[src/rtl/mips_pipe_pkg.sv]
`default_nettype none
// ============================================================================
//  Module   : mips_pipe_pkg
//  Purpose  : Shared definitions for the 5-stage MIPS pipeline control logic.
//             This package holds the sequencer state encodings, register-file
//             address constants, the bundled enable/flush types and the
//             load-use match helper.
//  Ports    : none (package)
//  Revision : 1.0  initial release
// ============================================================================
package mips_pipe_pkg;

  // Sequencer state encodings
  localparam int STATE_W = 2;
  localparam logic [STATE_W-1:0] RUN   = 2'd0;
  localparam logic [STATE_W-1:0] STALL = 2'd1;
  localparam logic [STATE_W-1:0] HOLD  = 2'd2;

  // Register-file addressing
  localparam int REG_ADDR_W = 5;
  localparam logic [REG_ADDR_W-1:0] REG_ZERO = 5'd0;

  // Load enables for the PC and the pipeline registers
  typedef struct packed {
    logic pc_write;
    logic if_id_write;
    logic pipe_enable;
  } enables_t;

  // Flush (zero-on-next-edge) requests for the pipeline registers
  typedef struct packed {
    logic if_id;
    logic id_ex;
    logic ex_mem;
  } flushes_t;

  // True when the load in EX writes a register that the instruction in ID
  // reads. $zero is never a real dependency because it is hard-wired.
  function automatic logic load_use_match(
    input logic                  mem_read,
    input logic [REG_ADDR_W-1:0] ex_rt,
    input logic [REG_ADDR_W-1:0] id_rs,
    input logic [REG_ADDR_W-1:0] id_rt
  );
    return mem_read && (ex_rt != REG_ZERO) &&
           ((ex_rt == id_rs) || (ex_rt == id_rt));
  endfunction

endpackage
`default_nettype wire

[src/rtl/hazard_control_unit_sat_counter.sv]
`default_nettype none
// ============================================================================
//  Module   : sat_counter
//  Purpose  : Up-counter that stops at all-ones instead of wrapping.
//  Ports    : clk    in   system clock, rising edge
//             reset  in   asynchronous active-high reset (clears count)
//             inc    in   add one on the next edge when not saturated
//             count  out  current count value
//  Revision : 1.0  initial release
// ============================================================================
module sat_counter #(
  parameter int CNT_WIDTH = 32
) (
  input  logic                 clk,
  input  logic                 reset,
  input  logic                 inc,
  output logic [CNT_WIDTH-1:0] count
);

  localparam logic [CNT_WIDTH-1:0] C_MAX = {CNT_WIDTH{1'b1}};
  localparam logic [CNT_WIDTH-1:0] C_ONE = {{(CNT_WIDTH-1){1'b0}}, 1'b1};

  logic [CNT_WIDTH-1:0] r_count;

  always_ff @(posedge clk or posedge reset) begin
    if (reset) begin
      r_count <= '0;
    end else if (inc && (r_count != C_MAX)) begin
      r_count <= r_count + C_ONE;
    end
  end

  assign count = r_count;

endmodule
`default_nettype wire

[src/rtl/hazard_control_unit.sv]
`default_nettype none
// ============================================================================
//  Module   : hazard_control_unit
//  Purpose  : Pipeline sequencer for the 5-stage MIPS core. It stalls on
//             load-use hazards, flushes on MEM-stage redirects, freezes on an
//             external hold, tracks per-stage valid bits and keeps saturating
//             stall/flush/retire counters.
//  Ports    : clk           in   system clock, rising edge
//             reset         in   asynchronous active-high reset
//             ID_Rs/ID_Rt   in   source registers of the instruction in ID
//             ID_EX_MemRead in   instruction in EX is a load
//             ID_EX_Rt      in   destination of the load in EX
//             Redirect      in   MEM-stage PC redirect (taken branch/jump/jr)
//             ExtHold       in   freeze request (single-step / debug)
//             PC_Write      out  PC load enable
//             IF_ID_Write   out  IF/ID load enable
//             Pipe_Enable   out  ID/EX, EX/MEM, MEM/WB load enable
//             IF_ID_Flush   out  zero IF/ID on the next edge
//             ID_EX_Flush   out  zero ID/EX on the next edge (bubble)
//             EX_MEM_Flush  out  zero EX/MEM control on the next edge
//             WB_Valid      out  MEM/WB holds a real instruction
//             State         out  sequencer state (RUN/STALL/HOLD)
//             StallCount    out  load-use stall cycles
//             FlushCount    out  redirects serviced
//             RetireCount   out  instructions retired
//  Revision : 1.0  initial release
// ============================================================================
module hazard_control_unit
  import mips_pipe_pkg::*;
#(
  parameter int CNT_WIDTH = 32
) (
  input  logic                  clk,
  input  logic                  reset,
  input  logic [REG_ADDR_W-1:0] ID_Rs,
  input  logic [REG_ADDR_W-1:0] ID_Rt,
  input  logic                  ID_EX_MemRead,
  input  logic [REG_ADDR_W-1:0] ID_EX_Rt,
  input  logic                  Redirect,
  input  logic                  ExtHold,
  output logic                  PC_Write,
  output logic                  IF_ID_Write,
  output logic                  Pipe_Enable,
  output logic                  IF_ID_Flush,
  output logic                  ID_EX_Flush,
  output logic                  EX_MEM_Flush,
  output logic                  WB_Valid,
  output logic [STATE_W-1:0]    State,
  output logic [CNT_WIDTH-1:0]  StallCount,
  output logic [CNT_WIDTH-1:0]  FlushCount,
  output logic [CNT_WIDTH-1:0]  RetireCount
);

  logic [STATE_W-1:0] r_state;
  logic [STATE_W-1:0] w_state_next;

  // One valid bit per pipeline register
  logic r_v_ifid;
  logic r_v_idex;
  logic r_v_exmem;
  logic r_v_memwb;

  logic     w_lu;
  logic     w_stall;
  logic     w_redirect_svc;
  logic     w_retire;
  enables_t w_en;
  flushes_t w_fl;

  // A hazard only exists when both the load and its consumer are real
  // instructions; bubbles and flushed slots must never cause a stall.
  assign w_lu = load_use_match(ID_EX_MemRead, ID_EX_Rt, ID_Rs, ID_Rt) &
                r_v_idex & r_v_ifid;

  // --------------------------------------------------------------------------
  // Mealy control: enables and flushes act on the same edge as the inputs.
  // Priority: reset > ExtHold > Redirect > load-use > normal.
  // The cycle that leaves HOLD is evaluated like a RUN cycle so that a
  // redirect or load-use that was pending across the freeze is serviced.
  // In STALL the bubble already sits in ID/EX, so load-use is not re-checked.
  // --------------------------------------------------------------------------
  always_comb begin
    w_en           = '1;
    w_fl           = '0;
    w_state_next   = RUN;
    w_stall        = 1'b0;
    w_redirect_svc = 1'b0;

    if (reset) begin
      w_en = '0;
      w_fl = '1;
    end else if (ExtHold) begin
      // Everything frozen; a concurrent redirect stays asserted because
      // EX/MEM does not move, so it is picked up on exit.
      w_en         = '0;
      w_state_next = HOLD;
    end else if (Redirect) begin
      // Kill the three younger instructions; the PC takes the target.
      w_fl           = '1;
      w_redirect_svc = 1'b1;
    end else if ((r_state != STALL) && w_lu) begin
      // Hold PC and IF/ID, inject one bubble into ID/EX.
      w_en.pc_write    = 1'b0;
      w_en.if_id_write = 1'b0;
      w_fl.id_ex       = 1'b1;
      w_stall          = 1'b1;
      w_state_next     = STALL;
    end
  end

  assign PC_Write     = w_en.pc_write;
  assign IF_ID_Write  = w_en.if_id_write;
  assign Pipe_Enable  = w_en.pipe_enable;
  assign IF_ID_Flush  = w_fl.if_id;
  assign ID_EX_Flush  = w_fl.id_ex;
  assign EX_MEM_Flush = w_fl.ex_mem;

  // --------------------------------------------------------------------------
  // State and valid-bit tracking
  // --------------------------------------------------------------------------
  always_ff @(posedge clk or posedge reset) begin
    if (reset) begin
      r_state   <= RUN;
      r_v_ifid  <= 1'b0;
      r_v_idex  <= 1'b0;
      r_v_exmem <= 1'b0;
      r_v_memwb <= 1'b0;
    end else begin
      r_state <= w_state_next;
      if (w_en.pipe_enable) begin
        r_v_memwb <= r_v_exmem;
        r_v_exmem <= r_v_idex & ~w_fl.ex_mem;
        r_v_idex  <= r_v_ifid & ~w_fl.id_ex;
      end
      // A fetch slot becomes valid whenever IF/ID loads without a flush.
      if (w_en.if_id_write) begin
        r_v_ifid <= ~w_fl.if_id;
      end
    end
  end

  assign State    = r_state;
  assign WB_Valid = r_v_memwb;

  // --------------------------------------------------------------------------
  // Performance counters
  // --------------------------------------------------------------------------
  assign w_retire = r_v_memwb & w_en.pipe_enable;

  sat_counter #(
    .CNT_WIDTH (CNT_WIDTH)
  ) u_stall_cnt (
    .clk   (clk),
    .reset (reset),
    .inc   (w_stall),
    .count (StallCount)
  );

  sat_counter #(
    .CNT_WIDTH (CNT_WIDTH)
  ) u_flush_cnt (
    .clk   (clk),
    .reset (reset),
    .inc   (w_redirect_svc),
    .count (FlushCount)
  );

  sat_counter #(
    .CNT_WIDTH (CNT_WIDTH)
  ) u_retire_cnt (
    .clk   (clk),
    .reset (reset),
    .inc   (w_retire),
    .count (RetireCount)
  );

endmodule
`default_nettype wire
[config.mk]
export PLATFORM = sky130hd
export DESIGN_NAME = hazard_control_unit
export DESIGN_NICKNAME = d
export VERILOG_FILES = /design/src/rtl/mips_pipe_pkg.sv /design/src/rtl/hazard_control_unit_sat_counter.sv /design/src/rtl/hazard_control_unit.sv
export SDC_FILE = /design/constraint.sdc
export NUM_CORES = 1
export LEC_CHECK = 0
export CAP_MARGIN = 5
export CORE_ASPECT_RATIO = 0.7
export CORE_UTILIZATION = 51
export CTS_BUF_LIST = sky130_fd_sc_hd__clkbuf_8
export DETAILED_ROUTE_END_ITERATION = 8
export PLACE_DENSITY = 0.82
export SETUP_SLACK_MARGIN = 0.05
export SKIP_LAST_GASP = 1
export SLEW_MARGIN = 20
export SYNTH_ARGS = -nofsm -noshare
export SYNTH_HDL_FRONTEND = slang
export SYNTH_SLANG_ARGS = --single-unit
[constraint.sdc]
create_clock -name clk -period 3.5 [get_ports clk]
set_input_delay 0.35 -clock clk [delete_from_list [all_inputs] [get_ports clk]]
set_output_delay 0.35 -clock clk [all_outputs]
set_load 0.01 [all_outputs]
# --- Word-level counts from Yosys, hierarchy flattened ---
# Cells that the tools add are included.
classes:
  add_sub_neg: 3
  n_eq_ne: 6
  muxes: 19
  n_bitwise: 8
  reduce_logical: 8
ops:
  columns: ["cell", "n"]
  rows:
  - ["adder 32 x 1 -> 32 bit, second input constant", 3]
  - ["!= test 32 bit, second input constant", 3]
  - ["2-to-1 mux 1 bit", 11]
  - ["equality test 5 bit", 2]
  - ["2-to-1 mux 2 bit", 5]
  - ["2-to-1 mux 3 bit", 3]
  - ["logical AND 1 bit", 6]
  - ["AND 1 bit", 5]
  - ["nonzero test 5 bit", 1]
  - ["NOT 1 bit", 3]
  - ["!= test 2 x 1 -> 1 bit, second input constant", 1]
  - ["logical OR 1 bit", 1]
word_totals:
  regBits: 102
  input_bits: 20
  output_inout_bits: 105

# --- Longest topological paths before layout ---
# Gate-level depths: netlist (run 1).
logic_depth:
  ltp_word: 12
  depth_mapped: 8
  depth_no_buf: 7

# --- Modules after synthesis ---
# Synthesis (run 1) repeated with hierarchy kept, for this count alone.
hier_totals:
  hier_cells: 466
  hier_area_um2: 5109.9
by_module_without_submodules:
  columns: ["module", "instances", "cells_per_inst", "area_per_inst_um2", "seq_area_each_um2"]
  rows:
  - ["sat_counter", 3, 139, 1561.5, 800.8]
  - ["hazard_control_unit", 1, 49, 425.4, 150.1]

# --- Worst setup path after synthesis (run 1) ---
# Ideal clock, no wire load.
synth_path:
  kind: "reg2reg"
  start: "register u_flush_cnt.r_count[0], in the netlist u_flush_cnt.count[0]"
  end: "register u_flush_cnt.r_count[30], in the netlist u_flush_cnt.count[30]"
  setup_ns: 0.126
  arrival_ns: 1.880
  setup_slack_ns: 1.494
  stages_incl_launch_ff: 7
  n_path_buf: 0
  cell_sequence: "dfrtp_1 > ha_1 > and4_1 > nand4_1 > or3b_4 > or3_4 > xnor2_2"
synth_via:
  elab_chain_cells: 2
synth_rtl:
  columns: ["element", "line", "rtl"]
  rows:
  - ["from (decl)", "hazard_control_unit_sat_counter.sv:23", "logic [CNT_WIDTH-1:0] r_count;"]
  - ["from (signal assigned)", "hazard_control_unit_sat_counter.sv:29", "r_count <= r_count + C_ONE;"]
  - ["branches (longest 2 deep; another with adder 32 x 1 -> 32 bit)", null, null]
# Parallel ways; which one is timed is not known.
# A chain may end at the register's enable or synchronous reset.

# --- Final worst setup path (run 1) ---
layout_path:
  start: "input port ID_EX_Rt[4]"
  end: "output port IF_ID_Write"
layout_via:
  elab_chain_cells: 10
layout_rtl:
  columns: ["element", "line", "rtl"]
  rows:
  - ["from (decl)", "hazard_control_unit.sv:38", "input logic [REG_ADDR_W-1:0] ID_EX_Rt,"]
  - ["equality test 5 bit or nonzero test 5 bit (tied branches)", "mips_pipe_pkg.sv:46, mips_pipe_pkg.sv:45", null]
  - ["logical OR 1 bit or logical AND 1 bit (tied branches)", "mips_pipe_pkg.sv:46, mips_pipe_pkg.sv:45", null]
  - ["logical AND 1 bit (*)", "mips_pipe_pkg.sv:45", "return mem_read && (ex_rt != REG_ZERO) &&"]
  - ["AND 1 bit (*)", "hazard_control_unit.sv:72", "assign w_lu = load_use_match(ID_EX_MemRead, ID_EX_Rt, ID_Rs, ID_Rt) &"]
  - ["AND 1 bit (*)", "hazard_control_unit.sv:73", "r_v_idex & r_v_ifid;"]
  - ["logical AND 1 bit (*)", "hazard_control_unit.sv:101", "end else if ((r_state != STALL) && w_lu) begin"]
  - ["2-to-1 mux 2 bit (*)", "hazard_control_unit.sv:101", null]
  - ["2-to-1 mux 2 bit (*)", "hazard_control_unit.sv:97", "end else if (Redirect) begin"]
  - ["2-to-1 mux 2 bit (*)", "hazard_control_unit.sv:92", "end else if (ExtHold) begin"]
  - ["2-to-1 mux 3 bit (*)", "hazard_control_unit.sv:89", "if (reset) begin"]
  - ["to (decl)", "hazard_control_unit.sv:42", "output logic IF_ID_Write,"]
# Mark *: on every way between the ends. The rest lies on a longest branch, timed or not.

==> results of run 1 <==
==> flip-flops by register name (all words and copies together) (netlist names) <==
name,count
u_flush_cnt.count,32
r_v_ifid,1
r_v_exmem,1
r_v_idex,1
WB_Valid,1
u_stall_cnt.count,32
State,2
u_retire_cnt.count,32
==> worst register-to-register path: stages, from the launching register on <==
cell and delay [ns]:
dfrtp_1 0.44, ha_1 0.20, nand2_1 0.10, nor3_1 0.38
nand4_1 0.51, nor4_1 0.47, xor2_1 0.17
==> power breakdown <==
| part | leakage [uW] | switching [uW] | total [uW] | internal (uW) |
|---|---|---|---|---|
| clock | 0.0000899 | 406 | 682 | 276 |
| sequential | 0.00137 | 57.7 | 1280 | 1220 |
| combinational | 0.00143 | 113 | 253 | 139 |
==> placed cells by master, fill, tap and decap left out, types with 3 or more instances in the layout <==
master and n:
nor2_1 38, nor4_4 3, xnor2_1 60, ha_1 3, nor3_1 24, and4_1 7, nor4_2 3, buf_4 3
nand3_1 34, nand4_1 27, clkdlybuf4s50_1 124, clkbuf_8 10, inv_1 15, and3_1 11, nand2_1 51, nand4_2 5
mux2_2 3, xor2_1 42, dfrtp_1 102, or2_2 3
==> synth_stat cells, drive strengths merged, types with 2 or more instances <==
cell / instances
ha: 3
dfrtp: 102
buf: 5
nor3: 26
a21o: 2
and3: 11
xnor2: 61
mux2: 4
nor4b: 2
o21a: 2
or2: 3
o21ai: 2
or3: 3
nor4: 8
nand2: 52
and4: 8
nor3b: 2
o31ai: 2
nand4: 32
nand3: 34
inv: 15
nor2: 39
or3b: 2
a21oi: 2
xor2: 42
==> through the flow <==
step	total power, uW	setup slack, ns	instances	util, %
floorplan	1400	0.255	471	-
global placement	1540	0.847	716	68.8
detailed placement	1550	0.830	716	68.8
CTS	2230	0.824	732	70.7
global route	2300	0.715	732	70.7
finish	2210	0.827	732	70.7
==> layer usage <==
layer / share of wire (%) / vias up / GRT usage, % / wire length (um)
met2: 46 / 147 / 37.7 / 5500
li1: - / 1890 / - / -
met3: 6.4 / 24 / 6.65 / 761
met1: 45 / 1968 / 34.0 / 5350
met5: 0 / - / 0 / 0
met4: 2.0 / 0 / 8.31 / 238
==> layout make-up <==
type / count / area, sq um
Fill cell: 713 / 2720
Sequential cell: 102 / 2550
Multi-Input combinational cell: 348 / 2360
Timing Repair Buffer: 127 / 1260
Tap cell: 124 / 155
Clock buffer: 10 / 138
Inverter: 15 / 58.8
Clock inverter: 6 / 37.5
==> final timing paths <==
check	from	end	depth (start not counted)
min in group asynchronous	reset	r_v_idex$_DFFE_PP0P_	2
max in group asynchronous	reset	u_flush_cnt.count[9]$_DFFE_PP0P_	3
worst max-delay path	ID_EX_Rt[4]	IF_ID_Write	7
worst min register to register	u_stall_cnt.count[22]$_DFFE_PP0P_	u_stall_cnt.count[22]$_DFFE_PP0P_	1
worst min-delay path	u_stall_cnt.count[22]$_DFFE_PP0P_	u_stall_cnt.count[22]$_DFFE_PP0P_	1
worst max register to register	u_stall_cnt.count[0]$_DFFE_PP0P_	u_stall_cnt.count[18]$_DFFE_PP0P_	6
==> cells by family after synthesis <==
logic type | after synthesis
buffers and inverters | 21
muxes | 4
xor gates and xnor gates | 103
DFF | 102
adders and majority gates | 3
AOI/OAI and AO/OA | 13
and+or+nand+nor | 225
==> flow_summary.ini, run 1 <==
[synthesis]
synth_area_leaders = dfrtp_1 51%, xnor2_1 10%, xor2_1 7.3%
synth_top_family_by_area = simple AND/OR/NAND/NOR gates
yosysUniqueCellTypes = 48
synth_xor_area_share_pct = 18.1
synth_edf_count = 0
synthMuxAreaShare_pct = 0.899
async_flop_share_pct = 100
ys_seq_area_share_pct = 50.9
yosys.area_share.adder_pct = 0.749
synth_compound_area_share_pct = 1.95
syn_nets = 494
syn_inst = 471
synth_flop_cell = dfrtp_1
yosys_warnings = 0
syn_area_per_cell_sq_um = 10.6
synth_seq_cells = 102
synth_area_sq_mm = 0.00501
synth_area_leader_cell = dfrtp_1
yosys.area_share.simple_pct = 25.4
synth_top_area_share_pct = 50.9

[critical_path]
crit_chain = clkdlybuf4s50_1 -> xnor2_1 -> nand3_1 -> o22ai_1 -> nand2_1 -> o21a_1 -> clkdlybuf4s50_1
cp_num_buf_inv = 2
path_common_cell = clkdlybuf4s50_1
critical_path.max_fanout = 4
critPathTopFamily = buffers and inverters
critPathArrivalTime_ns = 2.32
max_stage_delay_ns = 0.55
ff2ff_setup_slack_ns = 1.17
crit_path_end_kind = output port
start_kind = input port
cp_slowest_cell = clkdlybuf4s50_1
critical_path_class = in -> out
cp.required_ns = 3.15

[finish]
nNetsFinal = 626
diodes = 0
drive_above_1_share_pct = 7.89
fin_area_sq_mm = 0.00657
areaGrowthSynthToFinish_pct = 31.1

[clocking]
cts-resized-gates = 0
cts_root_buffer = clkbuf_8
cts_sinks = 102
clk_pin_slew_ns = 0.09
cts_tree = built
cts_buffer_depth = 2
clk_latency_ns = 0.37
post-cts-setup-buffers = 0
cts_buffers = 9
htree_levels = 3
ctsHoldBuffers = 0

[sta]
fin_skew_ns = 0.0115
hold_slack_ns = 0.496
rsz0062_at_grt = false
min_period_over_period_pct = 76.4
drv_slew = 0
max_freq_ghz = 0.374
worstMarginPinSlew_ns = 0.767
finalHoldViolations = 0
setup_violations = 0
finalCriticalPeriod_ns = 2.67
max_slew_margin_pct = 48.7
finalSetupTns_ns = 0

[die]
dieArea_sq_mm = 0.0102
fp-row-count = 29
ios = 125
die_h_um = 84.9
initial_core_util_pct = 54.0
core_area_sq_mm = 0.00929
die_w_um = 120

[global_route]
grt_usage_pct = 24.6
grt_pass1_wl_um = 19700
grt_pass1_vias = 3892
grt_max_degree = 53
grt_antenna_before_repair = 0
overflow = 0

[place]
place_congestion = 0.880
dp_hpwl_um = 9030
io_buffers = 124
placed_cell_area_sq_mm = 0.00639

[status]
status = finished clean

[detailed_routing]
wl_um = 11900
vias = 4029
ant_nets = 0
routedWlPerCell_um = 16.2
first_pass_iters = 4
avgViaCountPerCell = 5.50
first_iter_violations = 206
drc = 0

[pwr]
peakVddDrop_v = 0.000297
p_per_area_mw_per_mm2 = 337
leakagePower_uw = 0.00289

[flow_run]
drv_cap = 0

[hold_path]
hold_path_class = reg -> reg
(Power assumes the default switching activity.)
==> run 2: changes to the inputs <==
CORE_UTILIZATION = 46   (was 51)
PLACE_DENSITY = 0.78   (was 0.82)
clock period = 2.2 ns   (was 3.5 ns; I/O delays follow)
==> flow_summary.ini, run 2 (synthesis gave the netlist of run 1 again) <==
[pwr]
leakagePower_uw = 0.00312
p_per_area_mw_per_mm2 = 531
peakVddDrop_v = 0.000382

[flow_run]
drv_cap = 0

[sta]
finalCriticalPeriod_ns = 2.05
drv_slew = 0
fin_skew_ns = 0.0106
finalHoldViolations = 0
rsz0062_at_grt = false
worstMarginPinSlew_ns = 0.562
hold_slack_ns = 0.507
finalSetupTns_ns = 0
setup_violations = 0
max_slew_margin_pct = 62.4
min_period_over_period_pct = 93.4
max_freq_ghz = 0.487

[global_route]
grt_antenna_before_repair = 0
grt_usage_pct = 22.5
grt_pass1_wl_um = 19800
overflow = 0
grt_max_degree = 33
grt_pass1_vias = 3951

[finish]
stdcell_count = 775
final_common_cell = clkdlybuf4s50_1
layout_common_cells = 120 x clkdlybuf4s50_1, 101 x dfrtp_1, 60 x xnor2_1, 51 x nand2_1, 42 x xor2_1
areaGrowthSynthToFinish_pct = 39.0
drive_above_1_share_pct = 14.5
fill_cells = 822
diodes = 0
nNetsFinal = 661

[detailed_routing]
first_iter_violations = 218
first_pass_iters = 4
wl_um = 12200
ant_nets = 0
avgViaCountPerCell = 5.33
vias = 4130
drc = 0
routedWlPerCell_um = 15.7

[critical_path]
reg2reg_from = u_flush_cnt.count[10]$_DFFE_PP0P_
critical_path_class = reg -> reg
crit_path_start = u_flush_cnt.count[10]$_DFFE_PP0P_
cp.required_ns = 2.46
cp_slowest_cell = or3b_4
crit_chain = nand4_2 -> nor4_4 -> or3b_4 -> or3_4 -> xnor2_2
start_kind = register
crit_path_end_kind = register
ff2ff_path_depth = 5
ff2ff_setup_slack_ns = 0.15
max_stage_delay_ns = 0.46
critPathArrivalTime_ns = 2.32
critical_path.max_fanout = 5

[die]
die_h_um = 89.3
initial_core_util_pct = 47.9
fp-row-count = 31
die_w_um = 127
core_area_sq_mm = 0.0105
ios = 125
dieArea_sq_mm = 0.0113

[clocking]
cts_buffer_depth = 2
cts_root_buffer = clkbuf_8
cts_sinks = 102
htree_levels = 3
clk_latency_ns = 0.38
clk_pin_slew_ns = 0.10
cts_tree = built
ctsHoldBuffers = 0
cts_buffers = 9

[hold_path]
hold_path_class = reg -> reg
worstHoldStart = r_v_exmem$_DFFE_PP0P_
hold_depth = 1

[place]
io_buffers = 124
place_congestion = 0.843
placed_cells = 754
dp_hpwl_um = 9150

[status]
status = finished clean
==> run 2: changes by cell type in the layout (fill, tap and decap cells not counted), sizes merged <==
cell	delta
buf	+35
bufinv	+1
clkdlybuf4s50	-4
clkinvlp	+1
dlygate4sd2	+4
inv	-2
==> run 2: critical path, delay by kind of cell (launching register included) <==
kind / cells / cell delay [ns]
xor+xnor: 1 / 0.13
simple gates: 4 / 1.36
flops: 1 / 0.45
==> run 2: path summary, 6_finish.rpt <==
path,to
max,u_flush_cnt.count[30]$_DFFE_PP0P_
min,WB_Valid$_DFFE_PP0P_
max reg2reg,u_flush_cnt.count[30]$_DFFE_PP0P_
min reg2reg,WB_Valid$_DFFE_PP0P_
max in group asynchronous,u_flush_cnt.count[30]$_DFFE_PP0P_
min in group asynchronous,u_retire_cnt.count[0]$_DFFE_PP0P_
==> run 2: where the power goes <==
group	switching, uW	internal [uW]
Clock	662	553
Sequential	73.4	1940
Combinational	211	257
==> run 2: what timing repair did <==
action | CTS | global route
gates resized for setup | 8 | 8
setup endpoints to repair | 7 | 19
buffers inserted | 1 | 4
pin swaps | 0 | 3
==> run 2: metrics by stage <==
step                      cell area (sq um)  utilization [%]  setup slack (ns)  total power [uW]
final                                  6970             66.5             0.146              3700
after floorplan                        5020                -             0.194              2230
after global routing                   6970             66.5            0.0404              3850
after CTS                              6900             65.9            0.0847              3720
after global placement                 6680             63.8           -0.0494              2500
after detailed placement               6680             63.8            -0.178              2510
==> run 2: layout make-up <==
type                       count  area [sq um]  share of cell area, %
sequential                   102          2550                   36.6
multi-input combinational    348          2420                   34.7
timing repair buffer         162          1570                   22.6
tap                          132           165                   2.37
clock buffer                  10           138                   1.98
clock inverter                 6          62.6                  0.898
inverter                      15          60.1                  0.862
==> run 2: layer usage <==
layer	share of wire (%)	up-vias	track usage, %
met5	0	-	0
met4	1.2	0	5.52
met3	5.3	14	6.10
met2	46	101	35.6
met1	47	2049	31.1
li1	-	1966	-
==> run 3: changes to the inputs <==
CORE_UTILIZATION = 45   (was 46)
CTS_BUF_LIST = not set   (was sky130_fd_sc_hd__clkbuf_8)
PLACE_DENSITY = 0.77   (was 0.78)
==> flow_summary.ini, run 3 (synthesis gave the netlist of run 1 again) <==
[status]
status = finished clean

[critical_path]
critPathArrivalTime_ns = 2.39
cp.required_ns = 2.46
critPathTopFamily = simple AND/OR/NAND/NOR gates
cp_slowest_cell = or3_4
critical_path_class = reg -> reg
critical_path.max_fanout = 5
max_stage_delay_ns = 0.46
crit_chain = nand4_1 -> or3_4 -> nor4_4 -> nand2_2 -> nor4b_4 -> xor2_1
cp_num_buf_inv = 0
start_kind = register
crit_path_end_kind = register

[detailed_routing]
drc = 0
first_pass_iters = 4
vias = 4137
wl_um = 12400
avgViaCountPerCell = 5.16
routedWlPerCell_um = 15.5
first_iter_violations = 194
ant_nets = 0

[finish]
fill_cells = 816
multi_input_area_sq_mm = 0.00244
regArea_sq_mm = 0.00255
nNetsFinal = 671
fin_area_sq_mm = 0.00715
areaGrowthSynthToFinish_pct = 42.7
diodes = 0
final_common_cell = clkdlybuf4s50_1
drive_above_1_share_pct = 15.9
layout_common_cells = 121 x clkdlybuf4s50_1, 101 x dfrtp_1, 60 x xnor2_1, 51 x nand2_1, 46 x buf_4

[sta]
max_freq_ghz = 0.469
fin_skew_ns = 0.0106
setup_violations = 0
worstMarginPinSlew_ns = 0.471
max_slew_margin_pct = 68.5
finalHoldViolations = 0
finalCriticalPeriod_ns = 2.13
finalWorstSetupSlack_ns = 0.0661
rsz0062_at_grt = true
drv_slew = 0
finalSetupTns_ns = 0
min_period_over_period_pct = 97.0
hold_slack_ns = 0.375

[clocking]
clk_pin_slew_ns = 0.07
cts_root_buffer = clkbuf_16
clk_latency_ns = 0.34
ctsHoldBuffers = 0
cts_tree = built
cts_buffer_depth = 2
cts_sinks = 102
cts_buffers = 9
htree_levels = 3

[die]
dieArea_sq_mm = 0.0116
die_h_um = 90.3
die_w_um = 128
ios = 125
initial_core_util_pct = 47.3
fp-row-count = 31
core_area_sq_mm = 0.0106

[place]
dp_hpwl_um = 9220
place_ws_ns = -0.148
place_congestion = 0.857
placed_cell_area_sq_mm = 0.00673
io_buffers = 124

[pwr]
p_per_area_mw_per_mm2 = 558
peakVddDrop_v = 0.000565
leakagePower_uw = 0.00323

[global_route]
grt_pass1_vias = 4111
grt_pass1_wl_um = 20100
overflow = 0
grt_usage_pct = 22.1
grt_antenna_before_repair = 0
grt_max_degree = 45

[flow_run]
drv_cap = 0

[hold_path]
hold_path_class = in -> async
[run 3: final timing paths]
kind | endpoint | cells after the start | start | slack [ns]
max | u_stall_cnt.count[31]$_DFFE_PP0P_ | 6 | u_stall_cnt.count[5]$_DFFE_PP0P_ | 0.07
min reg2reg | u_retire_cnt.count[15]$_DFFE_PP0P_ | 1 | u_retire_cnt.count[15]$_DFFE_PP0P_ | 0.49
min in group clk | u_retire_cnt.count[15]$_DFFE_PP0P_ | 1 | u_retire_cnt.count[15]$_DFFE_PP0P_ | 0.49
max in group asynchronous | u_stall_cnt.count[4]$_DFFE_PP0P_ | 4 | reset | 1.24
min | u_flush_cnt.count[3]$_DFFE_PP0P_ | 3 | reset | 0.38
max reg2reg | u_stall_cnt.count[31]$_DFFE_PP0P_ | 6 | u_stall_cnt.count[5]$_DFFE_PP0P_ | 0.07
[run 3: where the power goes]
group,switching [uW],internal (uW),total (uW)
combinational,205,260,464
clock,710,805,1520
sequential,69.6,1940,2010
[run 3: worst min-delay path, stage by stage]
cell             delay, ns
clkdlybuf4s50_1       0.41
buf_4                 0.17
clkinvlp_4            0.33
[run 3: final cells by class]
cell class	count	area share [%]
timing repair buffer	172	22.7
clock inverter	6	0.647
multi-input combinational	348	34.2
inverter	15	0.840
clock buffer	10	3.34
tap	148	2.59
sequential	102	35.7
[run 3: per-layer routing]
metal,vias up,GRT usage [%],part of all wire [%],wire length [um]
li1,1985,-,-,-
met1,2044,30.1,47,5790
met2,94,34.6,47,5870
met3,14,5.09,4.5,554
met4,0,7.55,1.4,178
met5,-,0,0,0
[run 3: repair_timing]
item | CTS | global route
gates cloned | 0 | 0
resized for setup | 5 | 14
pin swaps | 2 | 10
endpoints found under the setup margin | 11 | 23
buffers inserted | 0 | 8
[run 3: per-stage QoR]
step           instances  util (%)  total power, uW
6_report             801      67.5             3990
4_1_cts              793      66.3             4020
3_5_place_dp         777      63.5             2510
3_3_place_gp         777      63.5             2500
5_1_grt              801      67.5             4160
2_1_floorplan        471         -             2230
